[src/rtl/fetch_ctrl.sv]
// fetch_ctrl: instruction-fetch sequencer for the sequential Y86-64 core.
// Reads instruction bytes one at a time over a req/ack handshake, length-decodes
// and assembles the instruction, and hands it to decode with a valid/ready pair.
// Optional feature macro: FETCH_CTRL_AUTOINC_EN -- when defined, an accepted
// instruction advances pc to valP (or to new_pc if offered in the same cycle)
// and fetching resumes without waiting for an explicit new_pc_valid.
module fetch_ctrl #(
   parameter logic [63:0] RESET_PC  = 64'd0,
   parameter logic [63:0] IMEM_SIZE = 64'd1024
) (
   input  logic        clk_i,
   input  logic        rst_i,
   input  logic        start_i,
   input  logic [63:0] new_pc_i,
   input  logic        new_pc_valid_i,
   output logic        imem_req_o,
   output logic [63:0] imem_addr_o,
   input  logic        imem_ack_i,
   input  logic [7:0]  imem_rdata_i,
   output logic        inst_valid_o,
   input  logic        inst_ready_i,
   output logic [3:0]  icode_o,
   output logic [3:0]  ifun_o,
   output logic [3:0]  ra_o,
   output logic [3:0]  rb_o,
   output logic [63:0] valc_o,
   output logic [63:0] valp_o,
   output logic [63:0] pc_o,
   output logic [2:0]  stat_o,
   output logic        busy_o
);

   localparam logic [2:0] STAT_AOK = 3'd1;
   localparam logic [2:0] STAT_HLT = 3'd2;
   localparam logic [2:0] STAT_ADR = 3'd3;
   localparam logic [2:0] STAT_INS = 3'd4;

   typedef enum logic [2:0] {
      S_IDLE    = 3'd0,
      S_FETCH   = 3'd1,
      S_PRESENT = 3'd2,
      S_WAIT_PC = 3'd3,
      S_HALT    = 3'd4
   } state_e;

   // Instruction length in bytes, selected by icode.
   function automatic logic [3:0] inst_len(input logic [3:0] icode);
      logic [3:0] len;
      case (icode)
         4'h0, 4'h1, 4'h9:       len = 4'd1;
         4'h2, 4'h6, 4'hA, 4'hB: len = 4'd2;
         4'h7, 4'h8:             len = 4'd9;
         4'h3, 4'h4, 4'h5:       len = 4'd10;
         default:                len = 4'd1;
      endcase
      return len;
   endfunction

   // Legal icode/ifun combinations; cmovXX and jXX take ifun 0..6, OPq 0..3.
   function automatic logic inst_legal(input logic [3:0] icode, input logic [3:0] ifun);
      logic ok;
      case (icode)
         4'h2, 4'h7:  ok = (ifun <= 4'd6);
         4'h6:        ok = (ifun <= 4'd3);
         4'h0, 4'h1, 4'h3, 4'h4, 4'h5, 4'h8, 4'h9, 4'hA, 4'hB:
                      ok = (ifun == 4'd0);
         default:     ok = 1'b0;
      endcase
      return ok;
   endfunction

   state_e      state_q, state_d;
   logic [63:0] pc_q, pc_d;
   logic [3:0]  k_q, k_d;
   logic [3:0]  icode_q, icode_d, ifun_q, ifun_d, ra_q, ra_d, rb_q, rb_d;
   logic [63:0] valc_q, valc_d, valp_q, valp_d;
   logic [2:0]  stat_q, stat_d;
   logic        req_q, req_d;
   logic [63:0] addr_q, addr_d;
   logic        inst_valid_q, inst_valid_d;
   logic        busy_q, busy_d;

   logic        ack_s, accept_s;
   logic [3:0]  cur_icode_s, cur_ifun_s, cur_len_s;
   logic        inst_ok_s, last_byte_s;
   logic [63:0] next_addr_s;
   logic        next_addr_bad_s;
   logic        valc_hit_s;
   logic [2:0]  valc_idx_s;
   logic [5:0]  valc_shamt_s;
   logic        launch_s, launch_bad_s;
   logic [63:0] launch_pc_s;

   // Per-byte decode of the current fetch step (byte 0 comes straight off the bus).
   always_comb begin
      ack_s           = (state_q == S_FETCH) && req_q && imem_ack_i;
      accept_s        = (state_q == S_PRESENT) && inst_ready_i;
      cur_icode_s     = (k_q == 4'd0) ? imem_rdata_i[7:4] : icode_q;
      cur_ifun_s      = (k_q == 4'd0) ? imem_rdata_i[3:0] : ifun_q;
      cur_len_s       = inst_len(cur_icode_s);
      inst_ok_s       = inst_legal(cur_icode_s, cur_ifun_s);
      last_byte_s     = ((k_q + 4'd1) == cur_len_s);
      next_addr_s     = pc_q + {60'd0, k_q} + 64'd1;
      next_addr_bad_s = (next_addr_s >= IMEM_SIZE);
      if ((cur_icode_s == 4'h7) || (cur_icode_s == 4'h8)) begin
         valc_hit_s = (k_q >= 4'd1);
         valc_idx_s = k_q[2:0] - 3'd1;
      end else if ((cur_icode_s == 4'h3) || (cur_icode_s == 4'h4) || (cur_icode_s == 4'h5)) begin
         valc_hit_s = (k_q >= 4'd2);
         valc_idx_s = k_q[2:0] - 3'd2;
      end else begin
         valc_hit_s = 1'b0;
         valc_idx_s = 3'd0;
      end
      valc_shamt_s = {valc_idx_s, 3'b000};
   end

   // Decide whether a new fetch starts this cycle and from which pc.
   always_comb begin
      launch_s    = 1'b0;
      launch_pc_s = pc_q;
      case (state_q)
         S_IDLE: begin
            launch_s    = start_i;
            launch_pc_s = pc_q;
         end
         S_PRESENT: begin
`ifdef FETCH_CTRL_AUTOINC_EN
            launch_s    = inst_ready_i && (icode_q != 4'h0);
            launch_pc_s = new_pc_valid_i ? new_pc_i : valp_q;
`else
            launch_s    = inst_ready_i && (icode_q != 4'h0) && new_pc_valid_i;
            launch_pc_s = new_pc_i;
`endif
         end
         S_WAIT_PC: begin
            launch_s    = new_pc_valid_i;
            launch_pc_s = new_pc_i;
         end
         default: begin
            launch_s    = 1'b0;
            launch_pc_s = pc_q;
         end
      endcase
      launch_bad_s = (launch_pc_s >= IMEM_SIZE);
   end

   // Next-state logic of the fetch sequencer.
   always_comb begin
      state_d = state_q;
      case (state_q)
         S_IDLE: begin
            if (launch_s) begin
               state_d = launch_bad_s ? S_HALT : S_FETCH;
            end else begin
               state_d = S_IDLE;
            end
         end
         S_FETCH: begin
            if (ack_s) begin
               if ((k_q == 4'd0) && !inst_ok_s) begin
                  state_d = S_HALT;
               end else if (last_byte_s) begin
                  state_d = S_PRESENT;
               end else if (next_addr_bad_s) begin
                  state_d = S_HALT;
               end else begin
                  state_d = S_FETCH;
               end
            end else begin
               state_d = S_FETCH;
            end
         end
         S_PRESENT: begin
            if (accept_s) begin
               if (icode_q == 4'h0) begin
                  state_d = S_HALT;
               end else if (launch_s) begin
                  state_d = launch_bad_s ? S_HALT : S_FETCH;
               end else begin
                  state_d = S_WAIT_PC;
               end
            end else begin
               state_d = S_PRESENT;
            end
         end
         S_WAIT_PC: begin
            if (launch_s) begin
               state_d = launch_bad_s ? S_HALT : S_FETCH;
            end else begin
               state_d = S_WAIT_PC;
            end
         end
         S_HALT:  state_d = S_HALT;
         default: state_d = S_IDLE;
      endcase
   end

   // Next values of the registered outputs and the instruction datapath.
   always_comb begin
      pc_d         = pc_q;
      k_d          = k_q;
      icode_d      = icode_q;
      ifun_d       = ifun_q;
      ra_d         = ra_q;
      rb_d         = rb_q;
      valc_d       = valc_q;
      valp_d       = valp_q;
      stat_d       = stat_q;
      req_d        = req_q;
      addr_d       = addr_q;
      inst_valid_d = inst_valid_q;
      busy_d       = (state_d == S_FETCH) || (state_d == S_PRESENT) || (state_d == S_WAIT_PC);

      if (ack_s) begin
         k_d = k_q + 4'd1;
         if (k_q == 4'd0) begin
            // New instruction: clear fields that shorter encodings do not set.
            icode_d = imem_rdata_i[7:4];
            ifun_d  = imem_rdata_i[3:0];
            ra_d    = 4'h0;
            rb_d    = 4'h0;
            valc_d  = 64'd0;
         end else if (k_q == 4'd1) begin
            ra_d = imem_rdata_i[7:4];
            rb_d = imem_rdata_i[3:0];
         end else begin
            ra_d = ra_q;
         end
         if (valc_hit_s) begin
            valc_d = valc_q | ({56'd0, imem_rdata_i} << valc_shamt_s);
         end else begin
            valc_d = valc_d;
         end
         if ((k_q == 4'd0) && !inst_ok_s) begin
            req_d  = 1'b0;
            stat_d = STAT_INS;
         end else if (last_byte_s) begin
            req_d        = 1'b0;
            inst_valid_d = 1'b1;
            valp_d       = pc_q + {60'd0, cur_len_s};
         end else if (next_addr_bad_s) begin
            req_d  = 1'b0;
            stat_d = STAT_ADR;
         end else begin
            addr_d = next_addr_s;
         end
      end else if (accept_s) begin
         inst_valid_d = 1'b0;
         if (icode_q == 4'h0) begin
            stat_d = STAT_HLT;
         end else begin
            stat_d = stat_q;
         end
      end else begin
         inst_valid_d = inst_valid_q;
      end

      if (launch_s) begin
         pc_d         = launch_pc_s;
         k_d          = 4'd0;
         inst_valid_d = 1'b0;
         if (launch_bad_s) begin
            req_d  = 1'b0;
            stat_d = STAT_ADR;
         end else begin
            req_d  = 1'b1;
            addr_d = launch_pc_s;
         end
      end else begin
         pc_d = pc_d;
      end
   end

   // Sequencer state register.
   always_ff @(posedge clk_i or posedge rst_i) begin
      if (rst_i) begin
         state_q <= S_IDLE;
      end else begin
         state_q <= state_d;
      end
   end

   // Datapath and output registers.
   always_ff @(posedge clk_i or posedge rst_i) begin
      if (rst_i) begin
         pc_q         <= RESET_PC;
         k_q          <= 4'd0;
         icode_q      <= 4'h0;
         ifun_q       <= 4'h0;
         ra_q         <= 4'h0;
         rb_q         <= 4'h0;
         valc_q       <= 64'd0;
         valp_q       <= 64'd0;
         stat_q       <= STAT_AOK;
         req_q        <= 1'b0;
         addr_q       <= 64'd0;
         inst_valid_q <= 1'b0;
         busy_q       <= 1'b0;
      end else begin
         pc_q         <= pc_d;
         k_q          <= k_d;
         icode_q      <= icode_d;
         ifun_q       <= ifun_d;
         ra_q         <= ra_d;
         rb_q         <= rb_d;
         valc_q       <= valc_d;
         valp_q       <= valp_d;
         stat_q       <= stat_d;
         req_q        <= req_d;
         addr_q       <= addr_d;
         inst_valid_q <= inst_valid_d;
         busy_q       <= busy_d;
      end
   end

   assign imem_req_o   = req_q;
   assign imem_addr_o  = addr_q;
   assign inst_valid_o = inst_valid_q;
   assign icode_o      = icode_q;
   assign ifun_o       = ifun_q;
   assign ra_o         = ra_q;
   assign rb_o         = rb_q;
   assign valc_o       = valc_q;
   assign valp_o       = valp_q;
   assign pc_o         = pc_q;
   assign stat_o       = stat_q;
   assign busy_o       = busy_q;

endmodule

[config.mk]
export PLATFORM = sky130hd
export DESIGN_NAME = fetch_ctrl
export DESIGN_NICKNAME = d
export VERILOG_FILES = /design/src/rtl/fetch_ctrl.sv
export SDC_FILE = /design/constraint.sdc
export NUM_CORES = 1
export LEC_CHECK = 0
export CAP_MARGIN = 30
export CORE_MARGIN = 4
export CORE_UTILIZATION = 40
export DETAILED_ROUTE_END_ITERATION = 8
export HOLD_SLACK_MARGIN = 0.02
export PLACE_DENSITY = 0.67
export SLEW_MARGIN = 40
export SYNTH_ARGS = -nofsm -noshare
export SYNTH_HDL_FRONTEND = slang
export SYNTH_SLANG_ARGS = --single-unit
[constraint.sdc]
create_clock -name clk_i -period 21.8 [get_ports clk_i]
set_input_delay 6.54 -clock clk_i [delete_from_list [all_inputs] [get_ports clk_i]]
set_output_delay 6.54 -clock clk_i [all_outputs]
set_load 0.02 [all_outputs]
== After elaboration in Yosys (flattened, before gate mapping) ==
Memory sizes are Yosys's and may differ from the RTL's.
Cells that the tools add are included.
Operators by class
  equality and inequality tests: 22
  mux-type cells: 52
  magnitude comparators: 6
  bitwise logic cells: 2
  reductions and logical operators: 31
  $add $sub $neg: 6
  shift-type cells: 1
Operators with widths (count)
  two-way mux 64 bit: 9
  adder 64 x 4 -> 64 bit: 2
  greater-or-equal comparator 64 x 11 -> 1 bit, second input constant: 2
  adder 64 x 1 -> 64 bit, second input constant: 1
  bitwise OR 64 bit: 1
  << shifter 8 x 6 -> 64 bit: 1
  two-way mux 3 bit: 19
  two-way mux 4 bit: 8
  equality test 4 x 3 -> 1 bit, second input constant: 4
  equality test 4 bit, second input constant: 4
  zero test 4 bit: 4
  case mux 3 bit (5 select lines): 1
  two-way mux 1 bit: 13
  equality test 3 x 2 -> 1 bit, second input constant: 4
  OR reduction 9 bit: 1
  equality test 4 x 1 -> 1 bit, second input constant: 2
  equality test 4 x 2 -> 1 bit, second input constant: 2
  nonzero test 4 bit: 2
  equality test 3 x 1 -> 1 bit, second input constant: 2
  logical AND 1 bit: 6
  case mux 1 bit (3 select lines): 2
  AND reduction 2 bit: 3
  AND reduction 3 bit: 2
  nonzero test 2 bit: 3
  other kinds (17): 22
Word-level totals
  input port bits: 78
  register bits: 285
  word-level logic and storage cells: 135
  output and inout bits: 278
  memories: 1
  bits in read-only memories: 48
Memories
  (no name shown): words 16, width 3, read ports 1, clocked after memory_dff 0, wr ports 0, RTL line 49  | case (icode)

== Depth between registers and ports, before layout ==
  depth after elaboration: 13
  depth in mapped cells: 21
  gate-level depth less buffers: 17

== Least setup slack after synthesis ==
OpenSTA, ideal clock, no wires.
  path type: input port to flip-flop
  from: input imem_rdata_i[5]
  to: register valp_q[38], in the netlist valp_o[38]
  setup time: 0.133 ns
  setup slack: 12.010 ns
  data arrival time: 9.657 ns
  path buffers: 0
  stages: 15
  required time: 21.667 ns
  cells stage by stage: nor4bb_1 > a21oi_1 > o21ai_0 > nand2_1 > inv_1 > ha_1 > fa_1 > a31o_2 > nand3_1 > nor3_1 > nand2_1 > or2_2 > nor3_1 > xnor2_1 > o21ai_0
Between the ends
  longest elaborated chain between the ends: 8
  elaborated cells between the ends (all ways): 23
  those cells by class: add/sub: 1; eq/ne: 12; mux: 2; bitwise: 1; reduce/logical: 6; memory: 1
RTL lines
  from (decl): RTL line 19  | input logic [7:0] imem_rdata_i,
  two-way mux 4 bit (*)
  branches (longest 7 deep; another with adder 64 x 4 -> 64 bit)
  to (signal assigned): RTL line 308  | valp_q <= valp_d;
  to (decl): RTL line 76  | logic [63:0] valc_q, valc_d, valp_q, valp_d;
Every way passes the cells marked *.
A chain may end at the register's enable or synchronous reset.

== Final worst setup path ==
  from: input imem_rdata_i[5]
  to: register valp_q[56], in the netlist valp_o[56]
The elaborated chain is that of the path after synthesis.

==> metrics.txt <==
layout cell share with drive strength beyond 1=10.51%; wire length per cell=24.46 microns; slew margin rel.=41.65%; CP Capture Type=register; PostCTS Resize Cnt=0; Antenna diodes=0; Leak=8.274 nW; Reg clk slew, reported paths=~0.06 ns; H-tree levels=1; Peak supply drop=0.06211 mV; share of the synthesized area in the top cell type=slightly below 50%; cell area power density=55.49 nW/um^2; area of the core=36430 sq um; port bufs=355; Clock Skews=0.01348 ns; TNS Setup=0 ns; Post-Synthesis Net Count=1616; Worst-Margin Slew=0.8673 ns; first-pass GRT wire length=85730 microns; Synth Instances=around 1500; Placed Instance Area=18700 sq um; RSZ-0062 raised after global routing=no; 1st-pass router iterations=7; GRT Util Overall=27.92%; fraction of registers with async set/reset=100.0%; count of final hold-check violations=0; Starting Density=40.44%; status=complete, no violations; reg2reg path depth=14; Ys Warns=0; DRC errors left=0; Root Driver=clkbuf_16; via count=between 10000 and 15000; chip height=~200 microns; top_reg_cell synth=dfrtp_1; min-delay worst type=reg -> reg; Setup violations, final=0; sequential area share after synthesis=between 40% and 50%; fmax=94.89 MHz; Mapped Area=14730 sq um; setup bufs post-CTS=0; fin crit share=48.34%; number of synthesized flops with an enable pin=0; Vias/cell=about 5.8; fin crit period=10.54 ns; initial antenna violation count=1; cell taking the most area after synthesis=dfrtp_1; CTS max path bufs=3; synth top area cells=dfrtp_1, mux2_2, nand2_1, nor2_1, xnor2_1; CP arrival=approximately 11 ns; vias in the first global route=13400; syn_area_per_cell=9.668 sq um; Detailed Route WL=56840 microns; # hold bufs at CTS=0; Row Count=70; Max-Cap Viols=0; num ports=between 300 and 400; clock latency on the worst-skew pair=0.56 ns; Sink Count=about 290; global route overflow=0; die width=199.9 microns; CTS tree=built; flops & latches, synth=285; CTS buffer count=31; Distinct cells, synth=80; CP required=22.27 ns; fin. max-slew vios=0; dpl hpwl=42110 microns; Area growth syn-to-layout=33.94%; post-route cell area=19740 sq um; startpoint types=primary input; Final nets=1925; largest net degree at the start of global routing=159; critical path class=in -> reg; Max FO, Critical Path=11; RePlAce Congestion=1.027; remaining antenna violation count after routing=0; 1st-iter DRT viols=1315; hold depth=2; die footprint=between 30000 and 40000 sq um
==> worst max-delay path, stage by stage <==
cell	delay, ns
clkdlybuf4s50_1	0.74
nor4bb_1	0.44
a21oi_1	0.24
o21ai_0	0.35
nand2_1	0.20
inv_1	0.09
ha_1	0.18
fa_1	0.23
a31o_2	0.20
nand3_1	0.25
nor4_2	0.75
nand2_1	0.20
inv_1	0.16
nand3_1	0.11
xor2_1	0.18
o21ai_0	0.16
==> Yosys cell counts, types with 13 or more instances <==
cell,instances
and4_1,13
nand3_1,34
nor2_1,143
buf_2,15
inv_1,18
a21oi_1,91
nand4_1,52
nand2_1,161
and2_1,65
mux2_2,75
xor2_1,38
nor4_1,48
dfrtp_1,284
xnor2_1,55
o21ai_0,91
clkbuf_1,71
nor3_1,46
mux2i_1,16
==> flip-flops by register name, indices dropped and copies added, names as in the netlist <==
name and count:
imem_addr_o 64, pc_o 64, valc_o 64, valp_o 64
icode_o 4, ifun_o 4, k_q 4, ra_o 4
rb_o 4, stat_o 3, state_q 3, busy_o 1
imem_req_o 1, inst_valid_o 1
==> worst paths after layout <==
path | from | to | slack, ns
worst min-delay path | valp_o[22] | valp_o[22] | 0.48
max in group asynchronous | rst_i | valp_o[22] | 14.06
worst min register to register | valp_o[22] | valp_o[22] | 0.48
worst max-delay path | imem_rdata_i[5] | valp_o[56] | 11.26
worst max register to register | k_q[0] | imem_addr_o[29] | 16.26
min in group asynchronous | rst_i | imem_addr_o[59] | 6.59
==> placed cells by master (no fill, tap or decap), drive strengths merged, types with 6 or more instances in the layout <==
cell and n:
and4 15, and2 66, o31ai 6, mux2i 16, mux2 75, a311o 7, inv 18, a21o 9
nor2 143, a22o 7, a211oi 7, or2 6, nand4 54, clkbuf 42, nand3 34, o21ai 93
o22ai 6, a21oi 91, nor4 51, nor3 46, a31oi 6, clkinv 9, buf 28, dfrtp 284
xor2 38, nand2 162, and3 13, clkdlybuf4s50 355, o211ai 7, ha 12, or3 7, or4 9
nand2b 8, xnor2 55
==> metrics by stage <==
step	std cells	total power [mW]	hold slack, ns	util [%]	worst slack (ns)
detailed placement	2268	0.5723	0.4692	51.32	10.76
global placement	2266	0.5720	0.4606	50.96	10.57
CTS	2324	1.107	0.4822	54.13	11.33
finish	2324	1.095	0.4763	54.17	11.26
floorplan	1524	0.5499	0.5825	-	7.398
global route	2324	1.134	0.4995	54.17	10.93
==> report_power, final <==
part | internal, mW | switching, mW | total, mW
Combinational | 0.0137 | 0.0192 | 0.0330
Clock | 0.318 | 0.215 | 0.533
Sequential | 0.529 | 0 | 0.529
Total | 0.861 | 0.234 | 1.10
==> metal layers <==
layer  share of wire (%)  track usage, %  wire length (microns)
met3                  11           8.644                   6228
met4                 3.0           7.748                   1710
met5               0.019               0                     11
met2                  44           42.65                  25010
met1                  42           38.78                  23880
==> final cells by class <==
| cell class | instances | area, sq um |
|---|---|---|
| clock buffer | 42 | 847.1 |
| clock inverter | 14 | 176.4 |
| fill | 3274 | 16700 |
| inverter | 18 | 83.83 |
| multi-input combinational | 1114 | 7107 |
| sequential | 285 | 7133 |
| tap | 468 | 585.6 |
| timing repair buffer | 383 | 3802 |
==> cells by family (layout without fill, tap and decap cells) <==
logic type	after synthesis	count (layout)	synth area share, %
XOR/XNOR	93	93	5.528
AND/OR/NAND/NOR	635	635	22.11
multiplexers	91	91	6.819
AO/OA/AOI/OAI	281	281	11.82
adder cells (fa/ha/maj)	14	14	1.291
flip-flops	285	285	48.41
buffers and inverters	125	457	4.017
Note: power is estimated with default switching activity, not from simulation.
